==> src/rtl/fb_pkg.sv <==
// fb_pkg: shared types and helpers for the frame-buffer pixel writer.
//   fb_state_t   : writer FSM state encoding
//   fb_addr_bits : clog2 of the frame size, used to size the write index
package fb_pkg;

  typedef enum logic [1:0] {
    FB_IDLE   = 2'd0,
    FB_ACTIVE = 2'd1,
    FB_DONE   = 2'd2
  } fb_state_t;

  // Bits needed to index h_res*v_res pixels (minimum 1).
  function automatic int fb_addr_bits(input int h_res, input int v_res);
    int n;
    int bits;
    n    = h_res * v_res;
    bits = 1;
    for (int i = 1; i < 31; i++) begin
      if ((1 << i) < n) bits = i + 1;
    end
    return bits;
  endfunction

endpackage

==> src/rtl/fb_xy_counter.sv <==
// fb_xy_counter: x/y position tracker for the incoming pixel stream.
// Ports:
//   i_clk, i_rst   clock, synchronous active-high reset
//   i_clear        current pixel is a start of frame, treat it as (0,0)
//   i_advance      current pixel is accepted, step the position
//   i_decim        decimation mode in force for the current pixel
//   o_x_last       current pixel is the last of its line
//   o_y_last       current pixel is on the last line
//   o_keep         current pixel must be written
// All outputs describe the pixel presented this cycle, so a SOF pixel
// reports (0,0) even though the registers still hold the old position.
module fb_xy_counter #(
  parameter int H_RES = 640,
  parameter int V_RES = 480
) (
  input  logic i_clk,
  input  logic i_rst,
  input  logic i_clear,
  input  logic i_advance,
  input  logic i_decim,
  output logic o_x_last,
  output logic o_y_last,
  output logic o_keep
);

  localparam int XW = (H_RES > 1) ? $clog2(H_RES) : 1;
  localparam int YW = (V_RES > 1) ? $clog2(V_RES) : 1;
  localparam logic [XW-1:0] X_MAX = XW'(H_RES - 1);
  localparam logic [YW-1:0] Y_MAX = YW'(V_RES - 1);

  logic [XW-1:0] r_x;
  logic [YW-1:0] r_y;
  logic [XW-1:0] w_x;
  logic [YW-1:0] w_y;

  always_comb begin
    w_x      = i_clear ? '0 : r_x;
    w_y      = i_clear ? '0 : r_y;
    o_x_last = (w_x == X_MAX);
    o_y_last = (w_y == Y_MAX);
    o_keep   = !i_decim || (!w_x[0] && !w_y[0]);
  end

  always_ff @(posedge i_clk) begin
    if (i_rst) begin
      r_x <= '0;
      r_y <= '0;
    end else if (i_advance) begin
      if (o_x_last) begin
        r_x <= '0;
        r_y <= o_y_last ? '0 : w_y + 1'b1;
      end else begin
        r_x <= w_x + 1'b1;
        r_y <= w_y;
      end
    end
  end

endmodule

==> src/rtl/fb_frame_writer.sv <==
// fb_frame_writer: frame-aware pixel writer from a valid/ready stream into
// a frame-buffer BRAM write port, one pixel per cycle, with SOF resync and
// optional 2:1 decimation in x and y.
// Ports:
//   i_clk, i_rst             clock, synchronous active-high reset
//   i_data_valid/o_data_ready/i_data  pixel stream
//   i_sof                    start of frame, marks the first pixel
//   i_decim                  2:1 subsample, sampled with the SOF pixel
//   o_bram_wr/addr/data      BRAM write port (registered)
//   o_frame_done             pulse with the final pixel's write cycle
//   o_busy                   high while a frame is in progress
//   o_frame_err              error pulse; only built with FB_WR_ERR_EN
// Build option: define FB_WR_ERR_EN to generate o_frame_err (short frame,
// or stray pixel in IDLE once per IDLE period); otherwise it is tied to 0.
//
// state     | meaning
// FB_IDLE   | waiting for SOF, non-SOF pixels dropped
// FB_ACTIVE | frame in progress, pixels stepped through x/y
// FB_DONE   | one-cycle stall after the last pixel, frame_done pulse
module fb_frame_writer
  import fb_pkg::*;
#(
  parameter int DW        = 8,
  parameter int H_RES     = 640,
  parameter int V_RES     = 480,
  parameter int BASE_ADDR = 0,
  parameter int AW        = 19
) (
  input  logic          i_clk,
  input  logic          i_rst,
  input  logic          i_data_valid,
  output logic          o_data_ready,
  input  logic [DW-1:0] i_data,
  input  logic          i_sof,
  input  logic          i_decim,
  output logic          o_bram_wr,
  output logic [AW-1:0] o_bram_addr,
  output logic [DW-1:0] o_bram_data,
  output logic          o_frame_done,
  output logic          o_busy,
  output logic          o_frame_err
);

  localparam int IW = fb_addr_bits(H_RES, V_RES);

  fb_state_t     r_state;
  fb_state_t     w_state_nxt;

  logic          r_ready;
  logic          r_wr;
  logic [AW-1:0] r_addr;
  logic [DW-1:0] r_data;
  logic          r_done;
  logic          r_busy;
  logic          r_decim;
  logic [IW-1:0] r_idx;

  logic          w_xfer;
  logic          w_sof_acc;
  logic          w_px_acc;
  logic          w_decim_eff;
  logic [IW-1:0] w_idx_cur;
  logic          w_x_last;
  logic          w_y_last;
  logic          w_keep;
  logic          w_wr_nxt;
  logic          w_ready_nxt;
  logic          w_busy_nxt;
  logic          w_done_nxt;

  // Ready is low only in DONE, so a transfer is always in IDLE or ACTIVE.
  always_comb begin
    w_xfer      = i_data_valid && r_ready;
    w_sof_acc   = w_xfer && i_sof;
    w_px_acc    = w_xfer && (i_sof || (r_state == FB_ACTIVE));
    w_decim_eff = w_sof_acc ? i_decim : r_decim;
    w_idx_cur   = w_sof_acc ? '0 : r_idx;
  end

  fb_xy_counter #(
    .H_RES (H_RES),
    .V_RES (V_RES)
  ) u_xy (
    .i_clk     (i_clk),
    .i_rst     (i_rst),
    .i_clear   (w_sof_acc),
    .i_advance (w_px_acc),
    .i_decim   (w_decim_eff),
    .o_x_last  (w_x_last),
    .o_y_last  (w_y_last),
    .o_keep    (w_keep)
  );

  always_ff @(posedge i_clk) begin
    if (i_rst) r_state <= FB_IDLE;
    else       r_state <= w_state_nxt;
  end

  // A SOF pixel always restarts at (0,0), so it can never be the last one;
  // this is what makes SOF win over the last position.
  always_comb begin
    w_state_nxt = r_state;
    case (r_state)
      FB_IDLE: begin
        if (w_sof_acc) w_state_nxt = FB_ACTIVE;
      end
      FB_ACTIVE: begin
        if (w_xfer && !i_sof && w_x_last && w_y_last) w_state_nxt = FB_DONE;
      end
      FB_DONE: w_state_nxt = FB_IDLE;
      default: w_state_nxt = FB_IDLE;
    endcase
  end

  always_comb begin
    w_ready_nxt = (w_state_nxt != FB_DONE);
    w_busy_nxt  = (w_state_nxt == FB_ACTIVE);
    w_done_nxt  = (w_state_nxt == FB_DONE);
    w_wr_nxt    = w_px_acc && w_keep;
  end

  // Address/data hold their last value between writes.
  always_ff @(posedge i_clk) begin
    if (i_rst) begin
      r_ready <= 1'b0;
      r_wr    <= 1'b0;
      r_addr  <= '0;
      r_data  <= '0;
      r_done  <= 1'b0;
      r_busy  <= 1'b0;
      r_decim <= 1'b0;
      r_idx   <= '0;
    end else begin
      r_ready <= w_ready_nxt;
      r_busy  <= w_busy_nxt;
      r_done  <= w_done_nxt;
      r_wr    <= w_wr_nxt;
      if (w_sof_acc) r_decim <= i_decim;
      if (w_wr_nxt) begin
        r_addr <= AW'(BASE_ADDR) + AW'(w_idx_cur);
        r_data <= i_data;
        r_idx  <= w_idx_cur + 1'b1;
      end
    end
  end

  assign o_data_ready = r_ready;
  assign o_bram_wr    = r_wr;
  assign o_bram_addr  = r_addr;
  assign o_bram_data  = r_data;
  assign o_frame_done = r_done;
  assign o_busy       = r_busy;

`ifdef FB_WR_ERR_EN
  logic r_err;
  logic r_idle_err_seen;
  logic w_err_nxt;

  always_comb begin
    w_err_nxt = (w_sof_acc && (r_state == FB_ACTIVE)) ||
                (w_xfer && !i_sof && (r_state == FB_IDLE) && !r_idle_err_seen);
  end

  // The stray-pixel flag re-arms whenever the writer leaves IDLE.
  always_ff @(posedge i_clk) begin
    if (i_rst) begin
      r_err           <= 1'b0;
      r_idle_err_seen <= 1'b0;
    end else begin
      r_err <= w_err_nxt;
      if (r_state != FB_IDLE)
        r_idle_err_seen <= 1'b0;
      else if (w_xfer && !i_sof)
        r_idle_err_seen <= 1'b1;
    end
  end

  assign o_frame_err = r_err;
`else
  assign o_frame_err = 1'b0;
`endif

endmodule

==> config.mk <==
export PLATFORM = sky130hd
export DESIGN_NAME = fb_frame_writer
export DESIGN_NICKNAME = d
export VERILOG_FILES = /design/src/rtl/fb_pkg.sv /design/src/rtl/fb_xy_counter.sv /design/src/rtl/fb_frame_writer.sv
export SDC_FILE = /design/constraint.sdc
export NUM_CORES = 1
export LEC_CHECK = 0
export ABC_AREA = 1
export CORE_MARGIN = 3
export CORE_UTILIZATION = 57
export DETAILED_ROUTE_END_ITERATION = 10
export PLACE_DENSITY = 0.93
export SLEW_MARGIN = 5
export SYNTH_ARGS = -nofsm -noshare
export SYNTH_HDL_FRONTEND = slang
export SYNTH_SLANG_ARGS = --single-unit
==> constraint.sdc <==
create_clock -name i_clk -period 5 [get_ports i_clk]
set_input_delay 0.75 -clock i_clk [delete_from_list [all_inputs] [get_ports i_clk]]
set_output_delay 0.75 -clock i_clk [all_outputs]
set_load 0.1 [all_outputs]
==> metrics.txt <==
fillers 448; synth top area cells dfxtp_1 39%, nand2_1 11%, nor2_1 6.4%; # resized after CTS 0; most common cell after layout, fill and taps aside nand2_1; Largest stage delay, worst path 520 ps; final hold vios 0; Seq/Total Area, Yosys 38.80%; post-route ant nets 0; placed cell count 600; clk_skew 6.903 ps; P_leak 1.698 nW; Clock Path Buffers 2; Yosys top cell area share 38.80%; first-pass GRT wire length 15.16 mm; cts bufs inserted 9; critical-path cell list clkdlybuf4s50_1 -> nand3_4 -> nand2_1 -> inv_2 -> o21ai_2 -> nand2_4 -> inv_4 -> nand2_1 -> o21ai_0 -> a21oi_1; num rows 28; initial core utilization 60.59%; top cell family by delay on the critical path simple AND/OR/NAND/NOR gates; ANT cells 0; Post-Synthesis Cells 502; Internal 0.8887 mW; # hold bufs at CTS 0; worst slew pin tran 987.7 ps; Pwr Density 301.5 nW/um^2; largest net degree at the start of global routing 63; GRT busiest layer met2; Sw Share 31.43%; cell area after synthesis 3715 sq um; Die Ht 86.73 um; Clk pwr share 35.7%; status finished clean; final setup fails 0; DRT iter0 DRCs 343; Final Critical Period 3139 ps; postcts setup bufs 0; kind of critical path in -> reg; CP Data Arrival Time 3370 ps; met2 Resource Use GR 42.49%; overall power 1.296 mW; share of layout cells above drive strength 1 12.57%; PnR worst setup slack 1861 ps; DR WL/cell 14.24 um; fin crit share 62.77%; CTS tree built; met1 Usage GRT 29.75%; relative slew slack 33.95%; H-tree levels 3; Seq pwr share 46.7%; Final HPWL DP 5.561 mm; Most Frequent Cell on Critical Path nand2_1; CP Max Fanout 62; r2r startpoint o_data_ready; yosys warns 0; Max VDD drop 0.0002599 V; CTS sink count 72; Synth area leader dfxtp_1; r2r endpoint r_idx[5]; Die W 86.73 um; GR Util met3 5.608%; Netlist cell types 45; CP Buf/Inv Count 3; Gate power share 17.6%; commonest cells after routing, fill and taps aside 109 x nand2_1, 72 x dfxtp_1, 63 x nor2_1, 43 x clkdlybuf4s50_1, 41 x a21oi_1; die footprint 7522 sq um; FF-to-FF path depth 9; sw power 0.4073 mW; slowest CP cell clkdlybuf4s50_1; vias per cell 5.661; TritonRoute pass-1 iters 5; RSZ-0062 raised after global routing false; Post-Route WL 8.770 mm; Crit path depth 10; final net count 552; Critical Path Sink r_idx[5]; Clk Latency, worst-skew pair 350 ps; final non-filler cell total 616; Reg clk slew, reported paths 80 ps; type of origin of the critical path input port; GRT Total Usage 24.91%; Top FF cell, synth dfxtp_1; total number of vias 3487; number of global-route vias before repair 3457; Max Freq 0.3186 GHz; initial antenna violation count 0; Post-synth EDFFs 0; IO buf count 43; maxcap violations 0; setup TNS 0 ps; CP Capture Type register; Syn Nets 518; core box area 6131 sq um; Post-Syn Area per Cell 7.400 sq um; placer congestion estimate 0.8610; # DRC 0; Reg2Reg Setup Slack 2390 ps; Slew Limit Fails 0; IO Pins 45; Async SR Flop Fraction 0%; CP Data Required Time 5230 ps; Critical Path Source i_data_valid; Area growth syn-to-layout 15.73%; Worst Hold Class reg -> reg; GRT Residual Overflow 0; CTS root buf clkbuf_8; post-synthesis register bit count 72; worst slack, placed 1571 ps
-- how the worst min path moves through the flow --
stage                start           to  slack (ps)  cells after the start
6_report       u_xy.r_x[1]  u_xy.r_x[1]         490                      2
3_3_place_gp     r_idx[13]    r_idx[13]         470                      2
2_1_floorplan  u_xy.r_y[8]  u_xy.r_y[8]         460                      2
3_5_place_dp   u_xy.r_y[8]  u_xy.r_y[8]         480                      2
4_1_cts        u_xy.r_y[8]  u_xy.r_y[8]         490                      2
5_1_grt          r_idx[13]    r_idx[13]         510                      2
-- cells by family (layout without fill, tap and decap cells) --
family                   after synthesis  in the layout  share of synthesized area, %
other                                  1              1                        0.1009
flip-flops                            72             72                         38.80
AO/OA/AOI/OAI                         88             88                         13.34
buffers and inverters                 66            105                         8.623
adder cells (fa/ha/maj)                3              3                         1.011
XOR/XNOR                               4              4                        0.9433
AND/OR/NAND/NOR                      268            268                         37.18
-- worst reg2reg max path: stages, from the launching register on --
cell	delay, ps
dfxtp_1	390
nand3_4	460
nand2_1	310
inv_2	70
o21ai_2	170
nand2_4	200
inv_4	470
nand2_1	160
o21ai_0	210
a21oi_1	60
-- flip-flops by register name, summed over array words and instances, names as in the netlist, 2 cells and up --
register,count
r_idx,19
u_xy.r_y,9
o_bram_data,8
r_state,2
o_bram_addr,19
u_xy.r_x,10
-- metal layers --
| layer | part of all wire, % | up-vias |
|---|---|---|
| li1 | - | 1714 |
| met1 | 43 | 1619 |
| met2 | 49 | 128 |
| met3 | 5.3 | 26 |
| met4 | 2.5 | 0 |
| met5 | 0 | - |
-- metrics by stage --
stage	hold WS (ps)	cell area (sq um)	utilization (%)
final	489.6	4299	70.12
after global routing	514.0	4299	70.12
after CTS	486.3	4299	70.12
after detailed placement	475.1	4101	66.90
after global placement	468.1	4101	66.90
after floorplan	457.4	3715	-
-- power by group through the flow --
stage,combinational (mW),sequential (mW),clock [mW]
detailed placement,0.227,0.618,0
CTS,0.228,0.605,0.464
finish,0.228,0.605,0.463
global route,0.240,0.607,0.488
global placement,0.224,0.617,0
floorplan,0.0693,0.727,0
-- synthesized netlist by cell type (3+ instances only) --
master / n
clkbuf_1: 7
inv_2: 7
nor2_1: 63
a211oi_2: 3
nor2_8: 3
nand4_1: 13
xor2_1: 3
dfxtp_1: 72
nand2_1: 109
buf_4: 6
nand3_1: 27
inv_1: 36
nor2_4: 5
nor3_2: 3
ha_1: 3
o21ai_0: 34
a21oi_1: 41
nor2_2: 6
buf_2: 4
nand2_4: 6
nor3_1: 15
nand2_2: 6
o21a_1: 3
-- final cells by class --
cell class / count / area (sq um) / share of cell area (%)
sequential: 72 / 1441 / 33.53
timing repair buffer: 45 / 445.4 / 10.36
tap: 75 / 93.84 / 2.183
clock inverter: 5 / 56.30 / 1.310
inverter: 44 / 167.7 / 3.900
multi-input combinational: 364 / 1953 / 45.43
clock buffer: 11 / 141.4 / 3.289
(Power assumes the default switching activity.)
